[src/rtl/lift_scheduler.sv]
// lift_scheduler: latches floor calls into a pending mask and serves them in SCAN order,
// stepping one floor per movement tick and holding the door open for a tick-timed dwell.
module lift_scheduler #(
    parameter int FLOORS     = 9,
    parameter int FW         = 4,
    parameter int TICK_DIV   = 50_000_000,
    parameter int DOOR_TICKS = 3
) (
    input  logic              CLOCK_50,
    input  logic              iRST_N,
    input  logic [FLOORS-1:0] iREQ,
    input  logic              iCALL_N,
    output logic [FW-1:0]     oFLOOR,
    output logic [FLOORS-1:0] oPENDING,
    output logic [1:0]        oDIR,
    output logic              oDOOR_OPEN,
    output logic              oMOVING,
    output logic              oEVT
);
    localparam int TW = $clog2(TICK_DIV);
    localparam int DW = $clog2(DOOR_TICKS + 1);

    typedef enum logic [1:0] {IDLE, UP, DOWN, DOOR} state_t;

    state_t            state_q, state_d;
    logic [FW-1:0]     floor_q, floor_d, next_floor, bound;
    logic [FLOORS-1:0] pending_q, pending_d, new_call, clr;
    logic [FLOORS-1:0] cur_oh, next_oh, below_mask, above_mask;
    logic [TW-1:0]     tick_cnt_q, tick_cnt_d;
    logic [DW-1:0]     door_cnt_q, door_cnt_d;
    logic              last_up_q, last_up_d, call_prev_q, evt_q, evt_d;
    logic              tick, above, below;

    always_comb begin
        new_call   = (call_prev_q && !iCALL_N) ? iREQ : '0;
        tick       = tick_cnt_q == TW'(TICK_DIV - 1);
        tick_cnt_d = tick ? '0 : tick_cnt_q + TW'(1);
        cur_oh     = FLOORS'(1) << floor_q;
        below_mask = cur_oh - FLOORS'(1);
        above_mask = ~(below_mask | cur_oh);
        above      = |(pending_q & above_mask);
        below      = |(pending_q & below_mask);
        // Floor saturates at the bound in the direction of travel
        bound      = (state_q == DOWN) ? '0 : FW'(FLOORS - 1);
        next_floor = (floor_q == bound) ? floor_q :
                     (state_q == DOWN) ? floor_q - FW'(1) : floor_q + FW'(1);
        next_oh    = FLOORS'(1) << next_floor;
        state_d    = state_q;
        floor_d    = floor_q;
        last_up_d  = last_up_q;
        door_cnt_d = door_cnt_q;
        clr        = '0;
        case (state_q)
            IDLE: begin
                if (|(pending_q & cur_oh)) begin
                    state_d    = DOOR;
                    door_cnt_d = DW'(DOOR_TICKS);
                    clr        = cur_oh;
                end else if (above && (last_up_q || !below)) begin
                    state_d   = UP;
                    last_up_d = 1'b1;
                end else if (below) begin
                    state_d   = DOWN;
                    last_up_d = 1'b0;
                end
            end
            UP, DOWN: begin
                if (tick) begin
                    floor_d = next_floor;
                    if (|(pending_q & next_oh)) begin
                        state_d    = DOOR;
                        door_cnt_d = DW'(DOOR_TICKS);
                        clr        = next_oh;
                    end else if (next_floor == bound) begin
                        state_d = IDLE;
                    end
                end
            end
            default: begin
                clr = cur_oh;
                // A repeat call at the open floor restarts the dwell, even on a tick
                if (|(new_call & cur_oh)) begin
                    door_cnt_d = DW'(DOOR_TICKS);
                end else if (tick) begin
                    door_cnt_d = door_cnt_q - DW'(1);
                    if (door_cnt_q == DW'(1)) state_d = IDLE;
                end
            end
        endcase
        pending_d = (pending_q | new_call) & ~clr;
        evt_d     = state_d != state_q;
    end

    always_ff @(posedge CLOCK_50) begin
        if (!iRST_N) begin
            state_q     <= IDLE;
            floor_q     <= '0;
            pending_q   <= '0;
            tick_cnt_q  <= '0;
            door_cnt_q  <= '0;
            last_up_q   <= 1'b1;
            call_prev_q <= 1'b1;
            evt_q       <= 1'b0;
        end else begin
            state_q     <= state_d;
            floor_q     <= floor_d;
            pending_q   <= pending_d;
            tick_cnt_q  <= tick_cnt_d;
            door_cnt_q  <= door_cnt_d;
            last_up_q   <= last_up_d;
            call_prev_q <= iCALL_N;
            evt_q       <= evt_d;
        end
    end

    assign oFLOOR     = floor_q;
    assign oPENDING   = pending_q;
    assign oDIR       = {state_q == DOWN, state_q == UP};
    assign oDOOR_OPEN = state_q == DOOR;
    assign oMOVING    = (state_q == UP) || (state_q == DOWN);
    assign oEVT       = evt_q;
endmodule

[config.mk]
export PLATFORM = sky130hd
export DESIGN_NAME = lift_scheduler
export DESIGN_NICKNAME = d
export VERILOG_FILES = /design/src/rtl/lift_scheduler.sv
export SDC_FILE = /design/constraint.sdc
export NUM_CORES = 1
export LEC_CHECK = 0
export BUFFER_PORTS_ARGS = -buffer_cell sky130_fd_sc_hd__buf_2
export CORE_AREA = 2 2 77 79
export DETAILED_ROUTE_END_ITERATION = 8
export DIE_AREA = 0 0 79 81
export GPL_TIMING_DRIVEN = 0
export HOLD_SLACK_MARGIN = 0.08
export PLACE_DENSITY_LB_ADDON = 0.15
export SLEW_MARGIN = 20
export SYNTH_ARGS = -nofsm -noshare
export SYNTH_HDL_FRONTEND = slang
export SYNTH_SLANG_ARGS = --single-unit
[constraint.sdc]
create_clock -name CLOCK_50 -period 4.7 [get_ports CLOCK_50]
set_clock_uncertainty 0.15 [all_clocks]
set_input_delay 0.94 -clock CLOCK_50 [delete_from_list [all_inputs] [get_ports CLOCK_50]]
set_output_delay 0.94 -clock CLOCK_50 [all_outputs]
set_load 0.05 [all_outputs]
==> flow_metrics.py <==
metrics = {
    "grt": {
        "met2_usage_pct": 46.4,
        "grt_pass1_vias": 3007,
        "antenna_found_initial": 0,
        "grt_pass1_wl_mm": 14.2,
        "overflow": 0,
        "globalRouteMet1Util_pct": 36.8,
        "grt_start_max_net_pins": 14,
        "grt_busiest_layer": "met2",
        "grt_usage_pct": 28.0,
        "grtUsageMet3_pct": 4.33,
    },
    "cts": {
        "cts_resized": 0,
        "clkSinkCount": 46,
        "htreeDepth": 2,
        "cts_buffer_depth": 2,
        "cts_tree": "done",
        "clk_latency_ps": 300,
        "cts_root_buf": "clkbuf_8",
        "cts_made_buffers": 5,
        "cts_hold_buf": 0,
        "clk_pin_slew_ps": 80,
        "post_cts.repair.setup_buffers": 0,
    },
    "route": {
        "via_count": 3249,
        "via_per_inst": 6.21,
        "wl_per_cell_um": 16.4,
        "first_iter_violations": 287,
        "routed_wl_mm": 8.59,
        "postRouteAntennaNets": 0,
        "first_pass_iters": 5,
        "drc": 0,
    },
    "placement": {
        "port_buffers": 29,
        "dp_cells": 516,
        "dpl.hpwl_mm": 6.38,
        "pre_cts_ws_ps": 796,
        "gp_congestion": 0.975,
    },
    "synth": {
        "syn_area_sq_um": 3250,
        "yosys.area.top_type": "dfxtp_1",
        "synth.area.top_cells": "dfxtp_1 28%, ha_1 6.5%, nor2_1 6.0%",
        "yosysTopAreaCellShare_pct": 28.3,
        "synth-xor-area-share_pct": 7.28,
        "yosys_warnings": 0,
        "synth_top_family_by_area": "simple AND/OR/NAND/NOR gates",
        "post_synth_num_cell_types": 72,
        "ys_ff_latch": 46,
        "ys_seq_area_share_pct": 28.3,
        "syn_nets": 442,
        "synth-async-reset-ratio_pct": 0,
        "synth.area.mux_share_pct": 2.31,
        "synth_ff_type": "dfxtp_1",
        "yosys.area_share.simple_pct": 30.2,
        "synthAdderAreaFrac_pct": 7.16,
        "synth_edf_count": 0,
        "syn_area_per_cell_sq_um": 7.89,
        "synth_compound_area_share_pct": 20.2,
        "syn_inst": 412,
    },
    "floorplanning": {
        "die_area_sq_um": 6400,
        "die_y_um": 81,
        "core-area_sq_um": 5680,
        "std_cell_rows": 28,
        "initial_utilization_pct": 57.3,
        "num_io_pins": 30,
        "fp.dieW_um": 79,
    },
    "setup_path": {
        "cp_data_required_time_ps": 4710,
        "arrival_ps": 4070,
        "path_max_fanout": 10,
        "crit_type": "flop to flop",
        "endpoint_kind": "flop",
        "cp-start-kind": "flop",
    },
    "finish": {
        "final_cell_mix": "52 x nor2_1, 46 x dfxtp_1, 39 x nand2_1, 34 x buf_2, 29 x a21oi_1",
        "final_cells": 523,
        "antenna_cells": 0,
        "area_growth_syn_to_layout_pct": 10.8,
        "drive_gt1_share_pct": 14.1,
        "nFillCells": 534,
        "layout.nets": 478,
        "final_common_cell": "nor2_1",
    },
    "timing": {
        "period_minus_slack_ps": 4060,
        "relSlewSlack_pct": 37.3,
        "maxSlewViolCount": 0,
        "setup_tns_ps": 0,
        "fmax_mhz": 246,
        "hold_violations": 0,
        "period_share_pct": 86.5,
        "grt_setup_unrepaired": "no",
        "setup_ws_ps": 636,
        "tightest_slew_ps": 928,
        "setup_viol": 0,
    },
    "power_and_ir_drop": {
        "power.leakage_nw": 1.37,
        "pwr_density_cell_nw_per_um2": 270,
        "ir_drop_uv": 207,
    },
    "min_path": {
        "hold_class": "flop to flop",
    },
    "run": {
        "cap_violations": 0,
    },
    "outcome": {
        "status": "finished clean",
    },
}
==> per-layer routing <==
layer / share of wire (%) / up-vias
li1: - / 1576
met2: 48 / 136
met4: 2.3 / 0
met1: 44 / 1517
met3: 6.5 / 20
met5: 0 / -
==> per-stage QoR <==
step | power, mW | utilization (%) | area, sq um | hold WS, ps
2_1_floorplan | 0.620 | - | 3250 | 276
3_3_place_gp | 0.672 | 61.5 | 3490 | 292
3_5_place_dp | 0.677 | 61.5 | 3490 | 298
4_1_cts | 0.975 | 63.4 | 3600 | 318
5_1_grt | 1.02 | 63.4 | 3600 | 349
6_report | 0.973 | 63.4 | 3600 | 311
==> path summary, 6_finish.rpt <==
kind	from	slack [ps]	endpoint	cells past startpoint
setup reg to reg	oFLOOR[3]	640	oEVT	14
hold reg to reg	tick_cnt_q[0]	310	tick_cnt_q[0]	1
hold / removal	tick_cnt_q[0]	310	tick_cnt_q[0]	1
setup / recovery	oFLOOR[3]	640	oEVT	14
==> sequential cells by signal (all words and copies together) (netlist names) <==
register	count
state_q	2
oPENDING	9
door_cnt_q	2
tick_cnt_q	26
call_prev_q	1
last_up_q	1
oFLOOR	4
oEVT	1
==> cell usage after synthesis (all sizes together) (10+ instances only) <==
library cell	instances
nand2	39
a31oi	10
o21ai	13
xnor2	12
a21oi	30
dfxtp	46
and3	12
ha	17
nand3	22
nor2	53
xor2	15
inv	13
==> critical path: stages, from the launching register on <==
cell	delay, ps
dfxtp_1	510
clkbuf_1	470
clkbuf_1	460
nor2_1	170
nand2_1	150
ha_1	240
nand2_1	80
ha_1	270
a22o_1	220
a221oi_1	370
and3_1	310
a211o_1	130
o211ai_1	90
a21oi_1	180
a41oi_2	130
==> logic make-up (layout without fill, tap and decap cells) <==
group	count (synthesis)	in the layout
buffers and inverters	32	68
AO/OA/AOI/OAI	96	96
flip-flops	46	46
adder cells (fa/ha/maj)	18	18
XOR/XNOR	27	27
multiplexers	6	6
AND/OR/NAND/NOR	187	187
==> where the power goes <==
| part | switching, mW | internal, mW | total (mW) |
|---|---|---|---|
| Clock | 0.131 | 0.170 | 0.301 |
| Combinational | 0.157 | 0.0818 | 0.238 |
| Sequential | 0.0246 | 0.408 | 0.433 |
| Total | 0.312 | 0.660 | 0.973 |
==> layout make-up <==
cell class	instances	area (sq um)	share of cell area [%]
Buffer	18	92.6	2.57
Clock buffer	6	82.6	2.29
Clock inverter	1	30.0	0.834
Inverter	14	52.6	1.46
Multi-Input combinational cell	334	2180	60.6
Sequential cell	46	921	25.6
Tap cell	75	93.8	2.61
Timing Repair Buffer	29	145	4.03
Power figures use the tool's default switching activity.
